==> src/rtl/lc3_pkg.sv <==
// lc3_pkg: shared types and encodings for the LC-3 control FSM.
// Holds the state enumeration, datapath select encodings (PCMUX, ADDR1MUX,
// ADDR2MUX, ALUK) and the opcode constants decoded in S32.
package lc3_pkg;

   typedef enum logic [4:0] {
      HALTED,
      S18,
      S33_1,
      S33_2,
      S33_3,
      S35,
      S32,
      S01,
      S05,
      S09,
      S00,
      S22,
      S12,
      S04,
      S21,
      S06,
      S25_1,
      S25_2,
      S25_3,
      S27,
      S07,
      S23,
      S16_1,
      S16_2,
      S16_3,
      PAUSE_1,
      PAUSE_2
   } state_t;

   localparam logic [1:0] PCMUX_INC   = 2'b00;
   localparam logic [1:0] PCMUX_BUS   = 2'b01;
   localparam logic [1:0] PCMUX_ADDER = 2'b10;

   localparam logic       ADDR1_PC    = 1'b0;
   localparam logic       ADDR1_BASER = 1'b1;

   localparam logic [1:0] ADDR2_ZERO  = 2'b00;
   localparam logic [1:0] ADDR2_OFF6  = 2'b01;
   localparam logic [1:0] ADDR2_OFF9  = 2'b10;
   localparam logic [1:0] ADDR2_OFF11 = 2'b11;

   localparam logic [1:0] ALUK_ADD    = 2'b00;
   localparam logic [1:0] ALUK_AND    = 2'b01;
   localparam logic [1:0] ALUK_NOT    = 2'b10;
   localparam logic [1:0] ALUK_PASS   = 2'b11;

   localparam logic [3:0] OP_BR    = 4'b0000;
   localparam logic [3:0] OP_ADD   = 4'b0001;
   localparam logic [3:0] OP_JSR   = 4'b0100;
   localparam logic [3:0] OP_AND   = 4'b0101;
   localparam logic [3:0] OP_LDR   = 4'b0110;
   localparam logic [3:0] OP_STR   = 4'b0111;
   localparam logic [3:0] OP_NOT   = 4'b1001;
   localparam logic [3:0] OP_JMP   = 4'b1100;
   localparam logic [3:0] OP_PAUSE = 4'b1101;

endpackage

==> src/rtl/lc3_control_fsm.sv <==
// lc3_control_fsm: Moore control FSM for a simple LC-3 datapath.
//
// Ports:
//   Clk, Reset            clock and synchronous active-high reset
//   Run, Continue         start request (HALTED) / resume request (pause)
//   Opcode, IR_5, IR_11   instruction fields used for decode and selects
//   BEN                   registered branch enable from the datapath
//   LD_*                  register load strobes
//   Gate*                 bus drivers, at most one active per state
//   PCMUX, DRMUX, SR1MUX, SR2MUX, ADDR1MUX, ADDR2MUX, ALUK  datapath selects
//   Mem_CE/UB/LB/OE/WE    SRAM controls, active-low
//
// state   | meaning
// --------+------------------------------------------------------------
// HALTED  | idle until Run
// S18     | MAR <- PC, PC <- PC+1
// S33_1..3| instruction read, fixed 3-cycle latency, MDR loaded in S33_3
// S35     | IR <- MDR
// S32     | BEN load, opcode decode
// S01/S05 | ADD / AND (SR2MUX follows IR[5])
// S09     | NOT
// S00     | branch test on BEN
// S22     | PC <- PC + offset9
// S12     | JMP: PC <- BaseR
// S04     | JSR/JSRR: R7 <- PC
// S21     | JSR (PC + offset11) or JSRR (BaseR)
// S06     | LDR address: MAR <- BaseR + offset6
// S25_1..3| data read, MDR loaded in S25_3
// S27     | DR <- MDR, set CC
// S07     | STR address: MAR <- BaseR + offset6
// S23     | MDR <- SR
// S16_1..3| data write, WE low 3 cycles
// PAUSE_1 | show LED, wait for Continue press
// PAUSE_2 | wait for Continue release
module lc3_control_fsm
   import lc3_pkg::*;
(
   input  logic       Clk,
   input  logic       Reset,
   input  logic       Run,
   input  logic       Continue,
   input  logic [3:0] Opcode,
   input  logic       IR_5,
   input  logic       IR_11,
   input  logic       BEN,
   output logic       LD_MAR,
   output logic       LD_MDR,
   output logic       LD_IR,
   output logic       LD_BEN,
   output logic       LD_CC,
   output logic       LD_REG,
   output logic       LD_PC,
   output logic       LD_LED,
   output logic       GatePC,
   output logic       GateMDR,
   output logic       GateALU,
   output logic       GateMARMUX,
   output logic [1:0] PCMUX,
   output logic       DRMUX,
   output logic       SR1MUX,
   output logic       SR2MUX,
   output logic       ADDR1MUX,
   output logic [1:0] ADDR2MUX,
   output logic [1:0] ALUK,
   output logic       Mem_CE,
   output logic       Mem_UB,
   output logic       Mem_LB,
   output logic       Mem_OE,
   output logic       Mem_WE
);

   state_t state, state_nxt;

   always_ff @(posedge Clk) begin
      if (Reset)
         state <= HALTED;
      else
         state <= state_nxt;
   end

   always_comb begin
      state_nxt  = state;
      LD_MAR     = 1'b0;
      LD_MDR     = 1'b0;
      LD_IR      = 1'b0;
      LD_BEN     = 1'b0;
      LD_CC      = 1'b0;
      LD_REG     = 1'b0;
      LD_PC      = 1'b0;
      LD_LED     = 1'b0;
      GatePC     = 1'b0;
      GateMDR    = 1'b0;
      GateALU    = 1'b0;
      GateMARMUX = 1'b0;
      PCMUX      = PCMUX_INC;
      DRMUX      = 1'b0;
      SR1MUX     = 1'b0;
      SR2MUX     = 1'b0;
      ADDR1MUX   = ADDR1_PC;
      ADDR2MUX   = ADDR2_ZERO;
      ALUK       = ALUK_ADD;
      // Chip and byte enables stay asserted; OE/WE alone select the access.
      Mem_CE     = 1'b0;
      Mem_UB     = 1'b0;
      Mem_LB     = 1'b0;
      Mem_OE     = 1'b1;
      Mem_WE     = 1'b1;

      case (state)
         HALTED: if (Run) state_nxt = S18;
         S18: begin
            GatePC    = 1'b1;
            LD_MAR    = 1'b1;
            PCMUX     = PCMUX_INC;
            LD_PC     = 1'b1;
            state_nxt = S33_1;
         end
         S33_1: begin
            Mem_OE    = 1'b0;
            state_nxt = S33_2;
         end
         S33_2: begin
            Mem_OE    = 1'b0;
            state_nxt = S33_3;
         end
         S33_3: begin
            Mem_OE    = 1'b0;
            LD_MDR    = 1'b1;
            state_nxt = S35;
         end
         S35: begin
            GateMDR   = 1'b1;
            LD_IR     = 1'b1;
            state_nxt = S32;
         end
         S32: begin
            LD_BEN = 1'b1;
            case (Opcode)
               OP_ADD:   state_nxt = S01;
               OP_AND:   state_nxt = S05;
               OP_NOT:   state_nxt = S09;
               OP_BR:    state_nxt = S00;
               OP_JMP:   state_nxt = S12;
               OP_JSR:   state_nxt = S04;
               OP_LDR:   state_nxt = S06;
               OP_STR:   state_nxt = S07;
               OP_PAUSE: state_nxt = PAUSE_1;
               default:  state_nxt = S18;
            endcase
         end
         S01, S05, S09: begin
            // NOT has no second operand, so SR2MUX stays at its default there.
            if (state != S09) SR2MUX = IR_5;
            ALUK      = (state == S01) ? ALUK_ADD :
                        (state == S05) ? ALUK_AND : ALUK_NOT;
            GateALU   = 1'b1;
            LD_REG    = 1'b1;
            LD_CC     = 1'b1;
            state_nxt = S18;
         end
         S00: state_nxt = BEN ? S22 : S18;
         S22: begin
            ADDR1MUX  = ADDR1_PC;
            ADDR2MUX  = ADDR2_OFF9;
            PCMUX     = PCMUX_ADDER;
            LD_PC     = 1'b1;
            state_nxt = S18;
         end
         S12: begin
            ADDR1MUX  = ADDR1_BASER;
            ADDR2MUX  = ADDR2_ZERO;
            PCMUX     = PCMUX_ADDER;
            LD_PC     = 1'b1;
            state_nxt = S18;
         end
         S04: begin
            DRMUX     = 1'b1;
            GatePC    = 1'b1;
            LD_REG    = 1'b1;
            state_nxt = S21;
         end
         S21: begin
            ADDR1MUX  = IR_11 ? ADDR1_PC : ADDR1_BASER;
            ADDR2MUX  = IR_11 ? ADDR2_OFF11 : ADDR2_ZERO;
            PCMUX     = PCMUX_ADDER;
            LD_PC     = 1'b1;
            state_nxt = S18;
         end
         S06, S07: begin
            ADDR1MUX   = ADDR1_BASER;
            ADDR2MUX   = ADDR2_OFF6;
            GateMARMUX = 1'b1;
            LD_MAR     = 1'b1;
            state_nxt  = (state == S06) ? S25_1 : S23;
         end
         S25_1: begin
            Mem_OE    = 1'b0;
            state_nxt = S25_2;
         end
         S25_2: begin
            Mem_OE    = 1'b0;
            state_nxt = S25_3;
         end
         S25_3: begin
            Mem_OE    = 1'b0;
            LD_MDR    = 1'b1;
            state_nxt = S27;
         end
         S27: begin
            GateMDR   = 1'b1;
            LD_REG    = 1'b1;
            LD_CC     = 1'b1;
            state_nxt = S18;
         end
         S23: begin
            SR1MUX    = 1'b1;
            ALUK      = ALUK_PASS;
            GateALU   = 1'b1;
            LD_MDR    = 1'b1;
            state_nxt = S16_1;
         end
         S16_1: begin
            Mem_WE    = 1'b0;
            state_nxt = S16_2;
         end
         S16_2: begin
            Mem_WE    = 1'b0;
            state_nxt = S16_3;
         end
         S16_3: begin
            Mem_WE    = 1'b0;
            state_nxt = S18;
         end
         PAUSE_1: begin
            LD_LED = 1'b1;
            if (Continue) state_nxt = PAUSE_2;
         end
         // Waiting for release makes one press advance exactly one instruction.
         PAUSE_2: if (!Continue) state_nxt = S18;
         default: state_nxt = HALTED;
      endcase
   end

endmodule

==> config.mk <==
export PLATFORM = sky130hd
export DESIGN_NAME = lc3_control_fsm
export DESIGN_NICKNAME = d
export VERILOG_FILES = /design/src/rtl/lc3_pkg.sv /design/src/rtl/lc3_control_fsm.sv
export SDC_FILE = /design/constraint.sdc
export NUM_CORES = 1
export LEC_CHECK = 0
export CORE_UTILIZATION = 45
export CTS_CLUSTER_DIAMETER = 120
export DETAILED_ROUTE_END_ITERATION = 8
export PLACE_DENSITY = 0.81
export SLEW_MARGIN = 30
export SYNTH_ARGS = -nofsm -noshare
export SYNTH_HDL_FRONTEND = slang
export SYNTH_SLANG_ARGS = --single-unit
==> constraint.sdc <==
create_clock -name Clk -period 1.59 [get_ports Clk]
set_input_delay 0.159 -clock Clk [delete_from_list [all_inputs] [get_ports Clk]]
set_output_delay 0.159 -clock Clk [all_outputs]
set_load 0.005 [all_outputs]
==> impl_metrics.tcl, run 1 <==
set metrics [dict create \
    ctsHtreeMaxLevel 1 \
    worstEpCategory "output port" \
    start_util_pct 47.9 \
    cts_bufs_inserted 3 \
    clock-root-buffer "clkbuf_4" \
    pre_cts_ws_ns -0.282 \
    cell_type_contributing_the_most_total_cell_area_after_synthesis "dfxtp_1" \
    post-synth-top-count-cell "nor2_1" \
    synth_area_sq_um 1060 \
    timing.grt.repair.worst_endpoint "Mem_WE" \
    run_status "stopped before the end" \
    synth-edff-count 0 \
    io_buffers 33 \
    cts.sink_count 5 \
    synth_top_area_share_pct 9.45 \
    synth.yosys.warnings 0 \
    synthesis.instances 162 \
    die_w_microns 50.5 \
    row_count 17 \
    maximum_number_of_pins_on_one_net_before_global_route_repair 12 \
    post_synthesis_async_set_or_reset_flop_share_pct 0 \
    ys_ff_latch 5 \
    avgSynthCellArea_sq_um 6.54 \
    place.gp.congestion 0.957 \
    fp.dieH_microns 50.5 \
    flow.stopped_at "global routing" \
    top_cells_by_count_synth "nor2_1, nand2_1, a21oi_1" \
    ctsLongestPathBuffers 2 \
    netlist_top_cells_area "dfxtp_1, nor2_1, a21oi_1" \
    synth_ff_type "dfxtp_1" \
    top_level_ports 38 \
    tool.error "[ERROR DPL-0038] Utilization greater than 100%, impossible to legalize" \
    hpwl_microns 3030 \
    synth.yosys.seq_area_share_pct 9.45 \
    netlist-cell-type-count 52 \
]
logic make-up after synthesis:
| group | synth area share, % |
|---|---|
| compound gates | 31.3 |
| xor+xnor | 3.31 |
| mux | 2.01 |
| other cells | 0.354 |
| simple gates | 39.7 |
| flops | 9.45 |
| buf+inv | 13.9 |
what timing repair did:
item,in CTS
hold buffers,0
resized for setup,113
buffers inserted,21
endpoints found under the setup margin,26
pin swaps,12
per-stage QoR:
stage                     std cells  area (sq um)  TNS, ns  utilization, %
after floorplan                 165          1070        0               -
after global placement          256          1680    -3.35            75.9
after detailed placement        256          1680    -3.70            75.9
after CTS                       280          2000   -0.441            90.5
==> run 2: changes to the inputs <==
--- a/config.mk
+++ b/config.mk
@@ -5,10 +5,10 @@
 export SDC_FILE = /design/constraint.sdc
 export NUM_CORES = 1
 export LEC_CHECK = 0
-export CORE_UTILIZATION = 45
-export CTS_CLUSTER_DIAMETER = 120
+export CORE_AREA = 2 2 63 65
 export DETAILED_ROUTE_END_ITERATION = 8
-export PLACE_DENSITY = 0.81
+export DIE_AREA = 0 0 65 67
+export PLACE_DENSITY_LB_ADDON = 0.15
 export SLEW_MARGIN = 30
 export SYNTH_ARGS = -nofsm -noshare
 export SYNTH_HDL_FRONTEND = slang
==> impl_metrics.tcl, run 2 <==
set metrics [dict create \
    grt_usage_pct 21.4 \
    number_of_antenna_violations_at_the_first_check_in_global_routing 0 \
    hp-start "Reset" \
    first_iter_violations 120 \
    slowest_stage "dfxtp_4" \
    pre_cts_ws_ns -0.196 \
    timing.hold.ws_ns 0.652 \
    wl_met1_microns 2140 \
    ys_ff_latch 5 \
    place.gp.congestion 0.886 \
    path_delay_family "compound AO/OA/AOI/OAI gates" \
    reg2reg_to "state[3]" \
    top_cells_by_count_synth "nor2_1, nand2_1, a21oi_1" \
    topRoutingLayerUsed "met4" \
    area_growth_syn_to_layout_pct 106 \
    grt_first_pass_wirelength_microns 7290 \
    cp_data_arrival_time_ns 1.80 \
    cell_type_contributing_the_most_total_cell_area_after_synthesis "dfxtp_1" \
    r2r-start "state[0]" \
    clock-root-buffer "clkbuf_8" \
    fmax_mhz 588 \
    post-synth-top-count-cell "nor2_1" \
    cp-end-kind "register" \
    r2r_cells 7 \
    antennaDiodeCount 0 \
    critPathMaxStageDelay_ns 0.36 \
    cts_tree "built" \
    synth_area_sq_um 1060 \
    share_of_cells_above_drive_strength_1_pct 54.5 \
    synth.yosys.seq_area_share_pct 9.45 \
    setup_repair_after_global_routing_missed_its_margin "true" \
    wl_per_cell_microns 16.2 \
    fp.dieH_microns 67 \
    avgSynthCellArea_sq_um 6.54 \
    totalWireLength_microns 5090 \
    clock-skew-final_ns 0.00402 \
    violations "setup timing" \
    library_cell_appearing_most_often_on_the_critical_path "buf_6" \
    dr_total_vias 1692 \
    largest_register_ffs 5 \
    run_status "finished, violations left" \
    power-per-cell-area_nw_per_um2 435 \
    setup.reg_to_reg.worst_slack_ns -0.11 \
    top_level_ports 38 \
    hpwl_microns 3200 \
    max_flop_register "state" \
    core_area_sq_um 3610 \
    ctsHtreeMaxLevel 1 \
    route.detailed.drc 0 \
    worstPathBufferInverterCount 3 \
    clkSlewWorstSetupHoldPaths_ns 0.04 \
    final_hold_viol_count 0 \
    timing.hold.worst_path_depth 2 \
    die_area_sq_um 4360 \
    ctsLongestPathBuffers 2 \
    cts_bufs_inserted 3 \
    maximum_number_of_pins_on_one_net_before_global_route_repair 13 \
    crit_path_max_fanout 5 \
    ant_nets 0 \
    finalNetCount 278 \
    post_synthesis_async_set_or_reset_flop_share_pct 0 \
    grt_pass1_vias 1498 \
    cts.sink_count 5 \
    power_mw 0.951 \
    synthesis.instances 162 \
    synth-edff-count 0 \
    synth_ff_type "dfxtp_1" \
    timing.critical_path.cells "buf_6 > buf_4 > and3b_4 > buf_6 > a22o_1 > a222oi_1 > nor2_1" \
    netlist-cell-type-count 52 \
    synth_top_area_share_pct 9.45 \
    row_count 22 \
    postLayoutCellArea_sq_um 2190 \
    post-route-worst-setup-slack_ns -0.109 \
    grt-ovfl-total 0 \
    synth.yosys.warnings 0 \
    timing.critical_path.from_type "register" \
    die_w_microns 65 \
    worst_hold_path.endpoint "state[2]" \
    mostFrequentLayoutCell "buf_4" \
    timing.critical_path.required_ns 1.69 \
    route.detailed.vias_per_inst 5.39 \
    route.met2.wl_microns 2510 \
    num-fill-cells 303 \
    route.met3.wl_microns 298 \
    netlist_top_cells_area "dfxtp_1, nor2_1, a21oi_1" \
    leading_cell_types_in_the_layout_fill_and_taps_excluded "buf_4, nand2_1, nor2_1, buf_6, clkdlybuf4s50_1" \
    start_util_pct 29.4 \
    final_period_minus_worst_setup_slack_ns 1.70 \
    drtPass1Iterations 5 \
    reg.largest.list "state x5" \
    critPathKind "register to register" \
    report.final.setup_viol 11 \
    vdd.ir_drop.worst_mv 0.214 \
    io_buffers 33 \
    leakagePower_nw 0.986 \
    worst_hold_path_type "primary input to register" \
    placement.cell_area_sq_um 1720 \
    finalMaxSlewViolations 0 \
    clkLatencyLatePin_ns 0.23 \
    min_period_over_period_pct 107 \
    drv_cap 0 \
]
## run 2: cell counts after synthesis
Identical to the previous run, type by type.
## run 2: per-layer routing
metal	vias up	GRT usage, %
met1	797	27.8
met3	16	2.36
met5	-	0
met2	83	37.4
met4	0	5.85
li1	796	-
## run 2: per-stage QoR
step                      TNS [ns]  util, %  instances
final                       -0.730     60.7        314
after floorplan                  0        -        165
after global placement       -2.75     47.7        278
after CTS                   -0.474     55.4        298
after detailed placement     -3.26     47.7        278
after global routing         -1.46     60.7        314
## run 2: how the worst max path moves through the flow
stage               startpoint  endpoint  slack, ns  cells after the start
global placement      state[3]    SR2MUX      -0.21                      5
CTS                   state[4]    LD_MDR      -0.13                      7
global route          state[0]    SR2MUX      -0.16                      7
floorplan             state[4]  state[3]       0.30                      5
finish                state[0]  state[3]      -0.11                      7
detailed placement    state[3]    SR2MUX      -0.20                      5
## run 2: repair_timing
| item | 4_1_cts | 5_1_grt |
|---|---|---|
| gates cloned | 0 | 0 |
| endpoints found under the setup margin | 25 | 19 |
| buffers inserted | 16 | 17 |
| hold endpoints to repair | 0 | 0 |
| resized for setup | 97 | 40 |
| pin swaps | 6 | 23 |
| hold buffers | 0 | 0 |
## run 2: power breakdown
group	switching [mW]	total (mW)	internal [mW]
Combinational	0.253	0.548	0.295
Sequential	0.0173	0.148	0.131
Clock	0.0816	0.256	0.174
## run 2: kinds of logic after synthesis
group	Yosys count	share of synthesized area, %
simple gates	78	39.7
flops	5	9.45
buf+inv	24	13.9
mux	2	2.01
xor+xnor	4	3.31
other cells	1	0.354
compound gates	48	31.3
## run 2: final cells by class
type	count	area (sq um)	share of cell area (%)
clock buffer	4	45.0	2.06
tap	48	60.1	2.74
inverter	4	15.0	0.686
timing repair buffer	117	958	43.8
multi-input combinational	136	991	45.3
sequential	5	119	5.43
## run 2: worst register-to-register path: stages, from the launching register on
cell and delay, ns:
dfxtp_4 0.36, buf_6 0.13, buf_4 0.14, and3b_4 0.20, buf_6 0.12, a22o_1 0.20
a222oi_1 0.34, nor2_1 0.08
No activity file was read; power rests on OpenSTA's default activity.
==> run 3: changes to the inputs <==
==> constraint.sdc (replaced) <==
create_clock -name Clk -period 2 [get_ports Clk]
set_input_delay 0.2 -clock Clk [delete_from_list [all_inputs] [get_ports Clk]]
set_output_delay 0.2 -clock Clk [all_outputs]
set_load 0.005 [all_outputs]
==> impl_metrics.tcl, run 3 (synthesis gave the netlist of run 2 again) <==
set metrics [dict create \
    critPathKind "register to primary output" \
    clock-root-buffer "clkbuf_8" \
    row_count 22 \
    vdd.ir_drop.worst_mv 0.339 \
    area_growth_syn_to_layout_pct 53.7 \
    start_util_pct 29.4 \
    first_iter_violations 69 \
    setup.reg_to_reg.worst_slack_ns 0.33 \
    num-fill-cells 357 \
    worst_hold_path_type "primary input to register" \
    r2r-start "state[3]" \
    grt_pass1_vias 1240 \
    mostFrequentLayoutCell "clkdlybuf4s50_1" \
    setup_repair_after_global_routing_missed_its_margin "false" \
    run_status "finished clean" \
    ctsLongestPathBuffers 2 \
    reg2reg_to "state[3]" \
    leakagePower_nw 0.694 \
    largest_register_ffs 5 \
    power-per-cell-area_nw_per_um2 368 \
    io_buffers 33 \
    timing.critical_path.from_type "register" \
    top_level_ports 38 \
    cp-end-kind "primary output" \
    slowest_stage "clkdlybuf4s50_1" \
    totalWireLength_microns 3780 \
    critPathMaxStageDelay_ns 0.55 \
    dr_total_vias 1379 \
    ctsHtreeMaxLevel 1 \
    place.gp.congestion 0.874 \
    ant_nets 0 \
    route.detailed.drc 0 \
    hp-start "Reset" \
    postLayoutCellArea_sq_um 1630 \
    cts.sink_count 5 \
    path_delay_family "buffers and inverters" \
    cp_data_arrival_time_ns 1.72 \
    number_of_antenna_violations_at_the_first_check_in_global_routing 0 \
    leading_cell_types_in_the_layout_fill_and_taps_excluded "clkdlybuf4s50_1, buf_4, nand2_1, nor2_1, a21oi_1" \
    maximum_number_of_pins_on_one_net_before_global_route_repair 15 \
    timing.critical_path.cells "buf_8 > nor2b_2 > nand2_1 > o32ai_1 > clkdlybuf4s50_1" \
    timing.critical_path.required_ns 1.80 \
    crit_end "LD_MAR" \
    dp_cell_count 250 \
    setup-tns-final_ns 0 \
    crit_path_max_fanout 10 \
    clkLatencyLatePin_ns 0.22 \
    clock-skew-final_ns 0.00186 \
    worstPathBufferInverterCount 2 \
    fmax_mhz 520 \
    cts_tree "built" \
    reg.largest.list "state x5" \
    r2r_cells 6 \
    fp.dieH_microns 67 \
    report.final.setup_viol 0 \
    hpwl_microns 2860 \
    wl_per_cell_microns 14.7 \
    power_mw 0.599 \
    route.detailed.vias_per_inst 5.37 \
    clkSlewWorstSetupHoldPaths_ns 0.04 \
    finalMaxSlewViolations 0 \
    antennaDiodeCount 0 \
    finalNetCount 221 \
    crit_startpoint "state[4]" \
    critical_path_cell_count 5 \
    final_hold_viol_count 0 \
    drtPass1Iterations 4 \
    grt-ovfl-total 0 \
    grt_first_pass_wirelength_microns 5860 \
    max_flop_register "state" \
    post_layout_nonfiller_instances 257 \
    die_area_sq_um 4360 \
    min_period_over_period_pct 96.2 \
    cts_bufs_inserted 3 \
    die_w_microns 65 \
    grt_usage_pct 17.0 \
    final_period_minus_worst_setup_slack_ns 1.92 \
    placement.cell_area_sq_um 1510 \
    cts_hold_buffers 0 \
    share_of_cells_above_drive_strength_1_pct 22.0 \
    drv_cap 0 \
    core_area_sq_um 3610 \
]
==> run 3: cell type report <==
class / count / area [sq um] / share of cell area, %
clock buffer: 4 / 45.0 / 2.76
inverter: 4 / 15.0 / 0.922
multi-input combinational: 136 / 841 / 51.6
sequential: 5 / 116 / 7.14
tap: 48 / 60.1 / 3.69
timing repair buffer: 60 / 552 / 33.9
==> run 3: worst min path at each step <==
stage                           to  depth (start not counted)
after global routing      state[2]                          2
after floorplan           state[0]                          1
after detailed placement  state[4]                          3
after global placement    state[4]                          3
final                     state[0]                          2
after CTS                 state[0]                          2
==> run 3: power by group <==
part	internal [mW]	total, mW	leakage, nW	switching (mW)
sequential	0.104	0.122	0.0441	0.0176
combinational	0.145	0.287	0.627	0.142
clock	0.137	0.190	0.0228	0.0529
total	0.386	0.599	0.694	0.213
==> run 3: timing repair <==
item | CTS | global route
gates resized for setup | 12 | 13
setup endpoints to repair | 21 | 11
cloned | 0 | 0
setup buffers | 0 | 3
==> run 3: per-layer routing <==
metal  wire (microns)  vias to the layer above  GRT usage [%]
li1                 -                      677              -
met1             1790                      654           23.3
met2             1820                       46           27.7
met3              132                        2           2.70
met4               27                        0           3.72
met5                0                        -              0
==> run 3: metrics by stage <==
stage          setup slack, ns  utilization (%)  hold slack [ns]
4_1_cts                0.00975             43.5            0.673
2_1_floorplan            0.672                -            0.272
3_3_place_gp            0.0468             41.8            0.773
3_5_place_dp            0.0673             41.8            0.739
6_report                0.0756             45.2            0.671
5_1_grt                0.00696             45.2            0.692
